===== config.mk =====
export PLATFORM = sky130hd
export DESIGN_NAME = stack_machine_controller
export DESIGN_NICKNAME = d
export VERILOG_FILES = /design/src/rtl/stack_machine_pkg.sv /design/src/rtl/stack_depth_tracker.sv /design/src/rtl/stack_machine_controller.sv
export SDC_FILE = /design/constraint.sdc
export NUM_CORES = 1
export LEC_CHECK = 0
export ABC_AREA = 1
export ABC_CLOCK_PERIOD_IN_PS = 2100
export CAP_MARGIN = 20
export CORE_MARGIN = 4
export CORE_UTILIZATION = 43
export DETAILED_ROUTE_END_ITERATION = 6
export MAX_ROUTING_LAYER = met4
export PLACE_DENSITY = 0.85
export SLEW_MARGIN = 0
export SYNTH_ARGS = -nofsm -noshare
export SYNTH_HDL_FRONTEND = slang
export SYNTH_HIERARCHICAL = 1
export SYNTH_SLANG_ARGS = --single-unit

===== constraint.sdc =====
create_clock -name clk -period 2.1 [get_ports clk]
set_clock_uncertainty 0.05 [all_clocks]
set_input_delay 0.21 -clock clk [delete_from_list [all_inputs] [get_ports clk]]
set_output_delay 0.21 -clock clk [all_outputs]
set_load 0.005 [all_outputs]

===== src/rtl/stack_machine_pkg.sv =====
// Shared opcodes, datapath select encodings and controller state set
// for the stack-machine controller.
package stack_machine_pkg;

  localparam logic [3:0] OP_ADD  = 4'd0;
  localparam logic [3:0] OP_SUB  = 4'd1;
  localparam logic [3:0] OP_AND  = 4'd2;
  localparam logic [3:0] OP_NOT  = 4'd3;
  localparam logic [3:0] OP_PUSH = 4'd4;
  localparam logic [3:0] OP_POP  = 4'd5;
  localparam logic [3:0] OP_JMP  = 4'd6;
  localparam logic [3:0] OP_JZ   = 4'd7;
  localparam logic [3:0] OP_JNZ  = 4'd8;
  localparam logic [3:0] OP_DUP  = 4'd9;
  localparam logic [3:0] OP_HALT = 4'd15;

  localparam logic [2:0] ALU_ADD   = 3'b000;
  localparam logic [2:0] ALU_SUB   = 3'b001;
  localparam logic [2:0] ALU_AND   = 3'b010;
  localparam logic [2:0] ALU_NOT   = 3'b011;
  localparam logic [2:0] ALU_PASSB = 3'b100;

  localparam logic [1:0] RES_NONE = 2'b00;
  localparam logic [1:0] RES_MEM  = 2'b01;
  localparam logic [1:0] RES_ALU  = 2'b10;
  localparam logic [1:0] RES_ADR  = 2'b11;

  localparam logic [1:0] SRCA_PC    = 2'b00;
  localparam logic [1:0] SRCA_OLDPC = 2'b01;
  localparam logic [1:0] SRCA_A     = 2'b10;

  localparam logic [1:0] SRCB_B   = 2'b00;
  localparam logic [1:0] SRCB_OFF = 2'b01;
  localparam logic [1:0] SRCB_ONE = 2'b10;

  typedef enum logic [4:0] {
    S_FETCH, S_DECODE, S_LDA, S_LDB, S_EXEC, S_PUSH_RES,
    S_PUSH1, S_PUSH2, S_POP1, S_POP2, S_JZ1, S_JZ2,
    S_JMP1, S_JMP2, S_DUP1, S_DUP2, S_HALT, S_ERR
  } state_t;

  function automatic logic op_legal(input logic [3:0] o);
    return (o <= OP_DUP) || (o == OP_HALT);
  endfunction

endpackage


===== src/rtl/stack_depth_tracker.sv =====
// Stack occupancy counter with the depth compares used by instruction decode.
module stack_depth_tracker #(
  parameter int STACK_DEPTH = 16,
  parameter int DEPTH_W     = $clog2(STACK_DEPTH) + 1
) (
  input  logic               clk,
  input  logic               rst,
  input  logic               push,
  input  logic               pop,
  output logic [DEPTH_W-1:0] depth,
  output logic               empty,
  output logic               lt2,
  output logic               full
);

  logic [DEPTH_W-1:0] depth_reg;

  always_ff @(posedge clk or negedge rst) begin
    if (!rst) begin
      depth_reg <= '0;
    end else if (push) begin
      depth_reg <= depth_reg + 1'b1;
    end else if (pop) begin
      depth_reg <= depth_reg - 1'b1;
    end
  end

  assign depth = depth_reg;
  assign empty = (depth_reg == '0);
  assign lt2   = (depth_reg < DEPTH_W'(2));
  assign full  = (depth_reg == DEPTH_W'(STACK_DEPTH));

  // Decode refuses any instruction that could wrap, so these must never fire.
  no_overflow:  assert property (@(posedge clk) disable iff (!rst) !(push && full));
  no_underflow: assert property (@(posedge clk) disable iff (!rst) !(pop && empty));
  no_push_pop:  assert property (@(posedge clk) disable iff (!rst) !(push && pop));

endmodule


===== src/rtl/stack_machine_controller.sv =====
// Multicycle controller sequencing fetch, decode, ALU, stack and branch
// micro-operations for the stack-machine datapath.
module stack_machine_controller
  import stack_machine_pkg::*;
#(
  parameter int STACK_DEPTH = 16,
  parameter int DEPTH_W     = $clog2(STACK_DEPTH) + 1
) (
  input  logic               clk,
  input  logic               rst,
  input  logic [3:0]         op,
  input  logic               is_zero,
  input  logic               mem_ready,
  output logic               PCWrite,
  output logic               IRwrite,
  output logic               MemRead,
  output logic               MemWrite,
  output logic               AdrSrc,
  output logic               ldA,
  output logic               ldB,
  output logic               Push,
  output logic               Pop,
  output logic               Tos,
  output logic [1:0]         ResultSrc,
  output logic [1:0]         ALUSrcA,
  output logic [1:0]         ALUSrcB,
  output logic [2:0]         ALUControl,
  output logic [DEPTH_W-1:0] depth,
  output logic               Done,
  output logic               Err
);

  state_t state_reg, state_next;
  logic   depth_empty, depth_lt2, depth_full;
  logic   needs_two, needs_one, grows;

  stack_depth_tracker #(
    .STACK_DEPTH(STACK_DEPTH),
    .DEPTH_W    (DEPTH_W)
  ) u_depth (
    .clk  (clk),
    .rst  (rst),
    .push (Push),
    .pop  (Pop),
    .depth(depth),
    .empty(depth_empty),
    .lt2  (depth_lt2),
    .full (depth_full)
  );

  always_ff @(posedge clk or negedge rst) begin
    if (!rst) state_reg <= S_FETCH;
    else      state_reg <= state_next;
  end

  assign needs_two = (op == OP_ADD) || (op == OP_SUB) || (op == OP_AND);
  assign needs_one = (op == OP_NOT) || (op == OP_POP) || (op == OP_JZ) ||
                     (op == OP_JNZ) || (op == OP_DUP);
  assign grows     = (op == OP_PUSH) || (op == OP_DUP);

  always_comb begin
    state_next = state_reg;
    PCWrite    = 1'b0;
    IRwrite    = 1'b0;
    MemRead    = 1'b0;
    MemWrite   = 1'b0;
    AdrSrc     = 1'b0;
    ldA        = 1'b0;
    ldB        = 1'b0;
    Push       = 1'b0;
    Pop        = 1'b0;
    Tos        = 1'b0;
    ResultSrc  = RES_NONE;
    ALUSrcA    = SRCA_PC;
    ALUSrcB    = SRCB_B;
    ALUControl = ALU_ADD;
    Done       = 1'b0;
    Err        = 1'b0;

    case (state_reg)
      S_FETCH: begin
        MemRead   = 1'b1;
        ALUSrcB   = SRCB_ONE;
        ResultSrc = RES_ALU;
        if (mem_ready) begin
          IRwrite    = 1'b1;
          PCWrite    = 1'b1;
          state_next = S_DECODE;
        end
      end
      S_DECODE: begin
        if (!op_legal(op))                state_next = S_ERR;
        else if (needs_two && depth_lt2)  state_next = S_ERR;
        else if (needs_one && depth_empty) state_next = S_ERR;
        else if (grows && depth_full)     state_next = S_ERR;
        else begin
          case (op)
            OP_ADD, OP_SUB, OP_AND, OP_NOT: state_next = S_LDA;
            OP_PUSH:                        state_next = S_PUSH1;
            OP_POP:                         state_next = S_POP1;
            OP_JMP:                         state_next = S_JMP1;
            OP_JZ, OP_JNZ:                  state_next = S_JZ1;
            OP_DUP:                         state_next = S_DUP1;
            OP_HALT:                        state_next = S_HALT;
            default:                        state_next = S_ERR;
          endcase
        end
      end
      S_LDA: begin
        Pop        = 1'b1;
        ldA        = 1'b1;
        state_next = (op == OP_NOT) ? S_EXEC : S_LDB;
      end
      S_LDB: begin
        Pop        = 1'b1;
        ldB        = 1'b1;
        state_next = S_EXEC;
      end
      S_EXEC: begin
        ALUSrcA = SRCA_A;
        ALUSrcB = SRCB_B;
        case (op)
          OP_SUB:  ALUControl = ALU_SUB;
          OP_AND:  ALUControl = ALU_AND;
          OP_NOT:  ALUControl = ALU_NOT;
          default: ALUControl = ALU_ADD;
        endcase
        state_next = S_PUSH_RES;
      end
      S_PUSH_RES: begin
        ResultSrc  = RES_ALU;
        Push       = 1'b1;
        state_next = S_FETCH;
      end
      S_PUSH1: begin
        MemRead   = 1'b1;
        AdrSrc    = 1'b1;
        ResultSrc = RES_ADR;
        if (mem_ready) state_next = S_PUSH2;
      end
      S_PUSH2: begin
        ResultSrc  = RES_MEM;
        Push       = 1'b1;
        state_next = S_FETCH;
      end
      S_POP1: begin
        Pop        = 1'b1;
        ldB        = 1'b1;
        state_next = S_POP2;
      end
      S_POP2: begin
        MemWrite  = 1'b1;
        AdrSrc    = 1'b1;
        ResultSrc = RES_ADR;
        if (mem_ready) state_next = S_FETCH;
      end
      S_JZ1, S_DUP1: begin
        Tos        = 1'b1;
        ldB        = 1'b1;
        state_next = (state_reg == S_JZ1) ? S_JZ2 : S_DUP2;
      end
      S_JZ2: begin
        ALUControl = ALU_PASSB;
        if (((op == OP_JZ) && is_zero) || ((op == OP_JNZ) && !is_zero))
          state_next = S_JMP1;
        else
          state_next = S_FETCH;
      end
      S_JMP1: begin
        ALUSrcA    = SRCA_OLDPC;
        ALUSrcB    = SRCB_OFF;
        ALUControl = ALU_ADD;
        state_next = S_JMP2;
      end
      S_JMP2: begin
        ResultSrc  = RES_ALU;
        PCWrite    = 1'b1;
        state_next = S_FETCH;
      end
      S_DUP2: begin
        ALUSrcA    = SRCA_A;
        ALUSrcB    = SRCB_B;
        ALUControl = ALU_PASSB;
        state_next = S_PUSH_RES;
      end
      S_HALT:  Done = 1'b1;
      S_ERR:   Err  = 1'b1;
      default: state_next = S_ERR;
    endcase

    // Reset forces every control low even though the state already reads FETCH.
    if (!rst) begin
      PCWrite    = 1'b0;
      IRwrite    = 1'b0;
      MemRead    = 1'b0;
      MemWrite   = 1'b0;
      AdrSrc     = 1'b0;
      ldA        = 1'b0;
      ldB        = 1'b0;
      Push       = 1'b0;
      Pop        = 1'b0;
      Tos        = 1'b0;
      ResultSrc  = RES_NONE;
      ALUSrcA    = SRCA_PC;
      ALUSrcB    = SRCB_B;
      ALUControl = ALU_ADD;
      Done       = 1'b0;
      Err        = 1'b0;
    end
  end

endmodule

==> After elaboration in Yosys (flattened, before gate mapping) <==
Memory sizes are Yosys's and may differ from the RTL's.
Cells that the tools add are included.
{ "totals": {"romBits": 80, "inputBits": 8, "out_inout_bits": 26, "memories": 1, "wordCells": 116, "reg_bits": 10} }
{ "op_classes": {"n_addsub": 2, "bitwise_logic": 1, "magnitude_cmp": 2, "n_reduce_logical": 31, "muxes": 47, "n_eq_ne": 30} }
{ "mem_list": {"columns": ["memory", "depth", "width", "read_ports", "rd_ports_with_merged_regs", "wr", "line_no", "source"], "rows": [
  ["(name not given)", 16, 5, 1, 0, 0, "stack_machine_controller.sv:97", "case (op)"]
]} }
{ "op_table": {"columns": ["op", "n"], "rows": [
  ["5-bit case mux with 13 select lines", 1],
  ["5-bit 2-to-1 mux", 9],
  ["5-bit by 4-bit equality test with 1-bit output, second input constant", 8],
  ["1-bit 2-to-1 mux", 24],
  ["5-bit by 3-bit equality test with 1-bit output, second input constant", 4],
  ["5-bit equality test, second input constant", 3],
  ["2-bit OR reduction", 7],
  ["4-bit by 3-bit equality test with 1-bit output, second input constant", 3],
  ["4-bit equality test, second input constant", 3],
  ["2-bit case mux with 3 select lines", 2],
  ["5-bit by 2-bit equality test with 1-bit output, second input constant", 2],
  ["5-bit logical NOT", 2],
  ["1-bit logical OR", 9],
  ["3-bit 2-to-1 mux", 3],
  ["3-bit OR reduction", 3],
  ["4-bit by 2-bit equality test with 1-bit output, second input constant", 2],
  ["2-bit case mux with 2 select lines", 2],
  ["2-bit 2-to-1 mux", 3],
  ["2-bit != test, second input constant", 3],
  ["3-bit case mux with 2 select lines", 1],
  ["5-bit by 1-bit adder with 5-bit output, second input constant", 1],
  ["5-bit by 1-bit equality test with 1-bit output, second input constant", 1],
  ["1-bit logical AND", 5],
  ["5-bit by 2-bit < comparator with 1-bit output, second input constant", 1],
  ["11 further kinds", 11]
]} }

==> Depth between registers and ports, before layout <==
{ "logic_depth": {"ltp_word": 10, "mapped_depth": 13, "mapped_depth_nobuf": 12} }

==> Modules after synthesis <==
The synthesis kept the hierarchy.
{ "by_module_without_submodules": {"columns": ["mod", "area_each_um2", "seq_area_each_um2", "n_inst", "cells_each"], "rows": [
  ["stack_machine_controller", 859.6, 125.1, 1, 158],
  ["stack_depth_tracker", 367.9, 125.1, 1, 50]
]} }

==> Worst setup path after synthesis <==
No wires, ideal clock.
{ "synth_path": {"path_type": "register to register", "start": "register state_reg[4]", "end": "register u_depth.depth_reg[4] (netlist: u_depth/depth[4])", "t_required_ns": 1.934, "period_less_slack_ns": 2.240, "slack_ns": -0.140, "path_buffers": 1, "path_stages_with_launch": 12, "setup_time_ns": 0.116, "arrival_ns": 2.073, "path_cell_list": "dfrtp_1 buf_4 inv_4 nand3_1 nor3_1 inv_2 ha_1 or2_1 nand3_1 nand2_1 nand2_1 nand2_1"} }
{ "synth_between": {"elab_chain_cells": 5, "elab_cells_between_ends": 13, "classes_between": "eq/ne: 5; mux: 5; reduce/logical: 3"} }
{ "synth_lines": {"columns": ["item", "line_no", "source"], "rows": [
  ["start: declaration", "stack_machine_controller.sv:33", "state_t state_reg, state_next;"],
  ["start signal: assignment", "stack_machine_controller.sv:53", "else state_reg <= state_next;"],
  ["5-bit by 3-bit equality test with 1-bit output", "stack_machine_controller.sv:80", "case (state_reg)"],
  ["2-bit OR reduction (no source line) *", null, null],
  ["1-bit 2-to-1 mux *", "stack_machine_controller.sv:80", null],
  ["1-bit 2-to-1 mux *", "stack_machine_controller.sv:192", "if (!rst) begin"],
  ["via Push", "stack_machine_controller.sv:21", "output logic Push,"],
  ["5-bit 2-to-1 mux / 2-bit nonzero test (equally long branches)", null, null],
  ["end signal: assignment", "stack_depth_tracker.sv:22", "depth_reg <= depth_reg + 1'b1;"],
  ["end signal: assignment", "stack_depth_tracker.sv:24", "depth_reg <= depth_reg - 1'b1;"],
  ["end: declaration", "stack_depth_tracker.sv:16", "logic [DEPTH_W-1:0] depth_reg;"]
]} }
Mark *: on every way through the listed nets, which the timed path passes. The rest lies on a longest branch.
A chain may end at the register's enable or synchronous reset.

==> Worst setup path in the final report <==
{ "layout_path": {"start": "register state_reg[2]", "end": "output ldB"} }
{ "layout_between": {"elab_chain_cells": 4, "elab_cells_between_ends": 7, "classes_between": "eq/ne: 4; mux: 2; reduce/logical: 1"} }
{ "layout_lines": {"columns": ["item", "line_no", "source"], "rows": [
  ["5-bit by 4-bit equality test with 1-bit output / 5-bit by 2-bit equality test with 1-bit output (equally long branches)", "stack_machine_controller.sv:80", null],
  ["4-bit OR reduction (no source line) *", null, null],
  ["1-bit 2-to-1 mux *", "stack_machine_controller.sv:80", null],
  ["1-bit 2-to-1 mux *", "stack_machine_controller.sv:192", null],
  ["end: declaration", "stack_machine_controller.sv:20", "output logic ldB,"]
]} }
Mark *: on every way between the ends. The rest lies on a longest branch, timed or not.

==> reports/metrics.yaml <==
finish:
  diodes: 0
  layout_commonest_cell: "nand2_1"
  finalNonFillerCells: 297
  fill_cells: 201
  final_cell_mix: "nand2_1, nor2_1, nand3_1"
  area_delta_synth_final_pct: 55.5
  final_util: 0.698
  final_nets: 284
  drive_above_1_share: 0.233
yosys:
  synth_xor_area_frac: 0.00714
  synth_edf_count: 0
  synth-seq-cells: 10
  synth.top_cell.area_share: 0.204
  synthesis.area_mm2: 0.00123
  synth-compound-area-share: 0.0856
  async_reset_ff_frac: 1.00
  ys_types: 27
  synth_top_cell_by_area: "dfrtp_1"
  synthAdderAreaFrac: 0.0979
  muxShareOfSynthArea: 0
  ys_warn_count: 6
  avgSynthCellArea_um2: 5.90
  synth_top_family_by_area: "simple AND/OR/NAND/NOR gates"
  synth_fp_nets: 225
  yosysSeqAreaShare: 0.204
  synthCells: 208
  synthTopCellsByArea: "dfrtp_1, nand2_1, nor2_1, nand3_1, ha_1"
  synthFlopType: "dfrtp_1"
  synth-simple-area-share: 0.505
sta:
  fmax_mhz: 456
  setup_slack_ns: -0.0951
  tightest_slew_ns: 0.268
  final_max_slew_viol_count: 0
  finalHoldViolations: 0
  finalSetupViolCount: 1
  min_period_over_period: 1.05
  period_minus_slack_ns: 2.20
  grt_setup_unrepaired: "true"
  timing.hold.ws_ns: 0.226
  slew_headroom: 0.819
routing:
  vias: 1691
  vias_per_cell: 5.69
  post_drt_wl_per_cell_um: 15.0
  drt-pass1-iter-count: 7
  finalWirelength_um: 4470
  drcViolationCount: 0
  first_iter_violations: 297
  ant_nets: 0
worst_setup_path:
  cp_top_family: "buffers and inverters"
  crit_path_cell_trace: "nor2_2, buf_4, inv_1, nor3_4, o21ai_0, inv_1, clkdlybuf4s50_1"
  crit_buf_inv: 4
  reg2reg_depth: 10
  cp-start-kind: "flop"
  required_ns: 1.84
  critPathSlowestCell: "clkdlybuf4s50_1"
  cp_max_fo: 3
  r2r_start: "state_reg[2]"
  end_kind: "primary output"
  r2r_end: "u_depth/depth[4]"
  crit_path_frequent_cell: "inv_1"
  r2r_slack_ns: 0.17
  max_stage_delay_ns: 0.48
  crit_type: "flop to primary output"
  arrival_ns: 1.94
clock_network:
  cts.sinks: 10
  clk_pin_slew_ns: 0.08
  cts_buffer_depth: 2
  h-tree-depth: 1
  cts-buffers-inserted: 3
  clock_latency_ns: 0.28
  root_buffer: "clkbuf_4"
  cts_tree: "yes"
floorplan:
  ioPinCount: 34
  die_area_mm2: 0.00377
  die_h_um: 61.4
  core.rowCount: 19
  core_mm2: 0.00273
  die_w_um: 61.4
  start_util: 0.449
placed_design:
  routabilityCongestion: 0.928
  dp_cells: 279
  numPortBuffers: 33
  post-dp-hpwl_um: 2720
power:
  p_per_area_mw_per_mm2: 268
  power_w: 0.000511
  p_leak_nw: 1.07
  ir_worst_vdd_uv: 236
grt:
  grt_pass1_vias: 1434
  antenna_found_initial: 0
  grt_pass1_wl_um: 6120
  grt-ovfl-total: 0
  grt_usage: 0.225
  grt_max_degree: 17
run_status:
  violations: "negative setup slack"
  outcome: "finished with violations"
min_path:
  min_path_type: "primary input to async pin"
flow_run:
  maxCapViolCount: 0
[cell families (layout without fill, tap and decap cells)]
logic type | Yosys count | after routing
compound gates | 19 | 19
xor+xnor | 1 | 1
simple gates | 138 | 138
flops | 10 | 10
fa+ha+maj | 9 | 9
buf+inv | 31 | 89
[report_power, final]
part / internal (W) / switching [W]
sequential: 0.000197 / 0.00000865
clock: 0.000106 / 0.0000798
combinational: 0.0000532 / 0.0000661
[area by class of cell]
| type | instances | area [µm²] | area share |
|---|---|---|---|
| Timing Repair Buffer | 57 | 532 | 0.279 |
| Multi-Input combinational cell | 167 | 936 | 0.490 |
| Clock buffer | 4 | 36.3 | 0.0190 |
| Sequential cell | 10 | 255 | 0.134 |
| Inverter | 28 | 110 | 0.0577 |
| Tap cell | 31 | 38.8 | 0.0203 |
[how the worst max path moves through the flow]
stage	start	to	slack [ns]	cells past startpoint
global placement	state_reg[1]	ResultSrc[1]	0.08	7
global route	state_reg[2]	ldB	-0.18	7
finish	state_reg[2]	ldB	-0.1	7
CTS	state_reg[2]	ldB	-0.04	7
floorplan	state_reg[4]	u_depth/depth[4]	0.07	11
detailed placement	rst	u_depth/depth[4]	0.03	10
[metal layers]
metal	share of wire	track usage	up-vias
li1	-	-	788
met2	0.48	0.352	124
met4	0.044	0.109	0
met5	0	-	-
met1	0.38	0.281	751
met3	0.094	0.0356	28
[metrics by stage]
step | cell area [µm²] | TNS (ns) | setup WS (ns)
CTS | 1780 | -0.0680 | -0.0424
global placement | 1660 | 0 | 0.0794
finish | 1910 | -0.0951 | -0.0951
global route | 1910 | -0.283 | -0.179
floorplan | 1230 | 0 | 0.0736
detailed placement | 1660 | 0 | 0.0342
[Yosys cell counts, types with 2 or more instances]
library cell and n:
o21ai_0 5, nand2_1 50, inv_2 5, nor2_4 4, nand3_1 27, nor2_1 40, o31ai_1 2, nand2_2 2
dfrtp_1 10, nor2_2 2, nand4_1 4, a21oi_1 9, clkinv_1 2, inv_1 20, ha_1 8, nor3_1 7
[timing repair]
item,in CTS,in global routing
cloned,0,0
hold buffers,0,0
setup buffers,7,7
resized for setup,25,18
pin swaps,5,5
endpoints found under the setup margin,12,13
(Power assumes the default switching activity.)
==> variant: new RTL, config.mk and constraints unchanged <==
Put a register stage on the output `Err`, with the module's reset. The value now appears one clock later. The other outputs are not delayed to match.
--- a/src/rtl/stack_machine_controller.sv
+++ b/src/rtl/stack_machine_controller.sv
@@ -31,4 +31,6 @@
 );
 
+  logic Err_d;
+
   state_t state_reg, state_next;
   logic   depth_empty, depth_lt2, depth_full;
@@ -76,5 +78,5 @@
     ALUControl = ALU_ADD;
     Done       = 1'b0;
-    Err        = 1'b0;
+    Err_d      = 1'b0;
 
     case (state_reg)
@@ -185,5 +187,5 @@
       end
       S_HALT:  Done = 1'b1;
-      S_ERR:   Err  = 1'b1;
+      S_ERR:   Err_d = 1'b1;
       default: state_next = S_ERR;
     endcase
@@ -206,7 +208,15 @@
       ALUControl = ALU_ADD;
       Done       = 1'b0;
-      Err        = 1'b0;
+      Err_d      = 1'b0;
     end
   end
 
+  always_ff @(posedge clk or negedge rst) begin
+    if (!rst) begin
+      Err <= '0;
+    end else begin
+      Err <= Err_d;
+    end
+  end
+
 endmodule
Behaviour: not the same (Yosys sat finds a counterexample within 4 cycles, from zero or initial values and one cycle with rst low).
==> variant against the unedited design <==
- the flow still finishes with violations (negative setup slack)
- routed wire length up 0.51%
- worst setup slack better by 0.093 ns
- non-clock buffer count up 5
- total power up 0.35%
- cell area up 5.4%
- synthesized area up 2.1%
- sequential cell count up 1
- sequential share of layout area up 0.44 points
- critical path type is now flop to flop
- critical endpoint is now u_depth/depth[4]$_DFFE_PN0P_
- highest routed layer unchanged
==> variant: results (changes against the unedited design) <==
status=finished with violations (unchanged); failing checks=negative setup slack (unchanged); drt pass-1 iters=5 (was 7); Seq/Total Area, Yosys=22.0% (was 20.4%); clk tree area frac=1.37% (was 1.90%); largest net degree at the start of global routing=19 (was 17); first-pass GRT wire length=5800 um (was 6120 um); DP Cell Count=283 (was 279); Seq/total area=13.8% (was 13.4%); Antenna Cells=0 (unchanged); Synth area leaders=dfrtp_1 (22%), nand2_1 (17%), nor2_1 (9.9%) (was dfrtp_1 (20%), nand2_1 (15%), nor2_1 (12%)); CP Capture Point=u_depth/depth[4]$_DFFE_PN0P_ (was ldB); placed cell area=0.00171 mm2 (was 0.00166 mm2); worst r2r path cells=15 (was 10); Layout fillers=207 (was 201); delay-heaviest family, CP=simple AND/OR/NAND/NOR gates (was buffers and inverters); worst vdd ir=0.225 mV (was 0.236 mV); CP arrival=2.27 ns (was 1.94 ns); Final nets=290 (was 284); Critical-path top delay cell=dfrtp_1 (was clkdlybuf4s50_1); Leakage=1.18 nW (was 1.07 nW); final setup violating endpoints=1 (unchanged); xor and xnor area share after synthesis=0.699% (was 0.714%); Layout non-clock buf frac=28.6% (was 27.9%); DR vias/cell=5.68 (was 5.69); Logic inverters=27 (was 28); hold_ws=0.263 ns (was 0.226 ns); dpl ws=0.0750 ns (was 0.0342 ns); crit path kind=flop to flop (was flop to primary output); Synth Area in Compound Gates=10.4% (was 8.56%); Yosys cell types=29 (was 27); Multi-input gate area=982 um2 (was 936 um2); vias in the first global route=1,376 (was 1,434); Post-synth top cells=nand2_1 (56), nor2_1 (33), nand3_1 (20) (was nand2_1 (50), nor2_1 (40), nand3_1 (27)); Overall Global Routing Usage=20.5% (was 22.5%); CP Max Fanout=5 (was 3); Total Wirelength=4490 um (was 4470 um); number of synthesized register bits=11 (was 10); Non-clk bufs=62 (was 57); multi-input gates=168 (was 167); setup ws final=-0.00207 ns (was -0.0951 ns); RD Place Congestion=1.00 (was 0.928); post-DP HPWL=2860 um (was 2720 um); Post-Synth Adder-Cell Area=9.58% (was 9.79%); Fin Setup TNS=-0.00207 ns (was -0.0951 ns); core area=0.00278 mm2 (was 0.00273 mm2); area grow syn2layout=60.4% (was 55.5%); Worst-Skew Late Latency=0.27 ns; DRT iter0 DRCs=151 (was 297)
[variant: cell types whose count changed after synthesis, moves of 3 or more]
cell,unedited run,this run
a21oi_1,9,12
inv_1,20,14
inv_2,5,11
nand2_1,50,56
nand3_1,27,20
nor2_1,40,33
nor2_2,2,5
[variant: cell families (layout without fill, tap and decap cells)]
kind of cell | count (synthesis) | in the layout
flip-flops | 11 | 11
buffers and inverters | 29 | 93
XOR/XNOR | 1 | 1
AND/OR/NAND/NOR | 135 | 135
AO/OA/AOI/OAI | 23 | 23
adder cells (fa/ha/maj) | 9 | 9
[variant: power breakdown]
part	switching (mW)	internal [mW]
Combinational	0.0712	0.0639
Clock	0.0773	0.0705
Sequential	0.0111	0.218
[variant: repair_timing]
item,in CTS,in global routing
pin swaps,5,5
setup endpoints to repair,8,17
setup buffers,6,10
gates resized for setup,11,35
hold buffers,0,0
[variant: layer usage]
layer  wire length, um  track usage, %
met1              1780            27.2
met2              2140            33.0
met3               361            2.89
met4               216            4.85
met5                 0               -
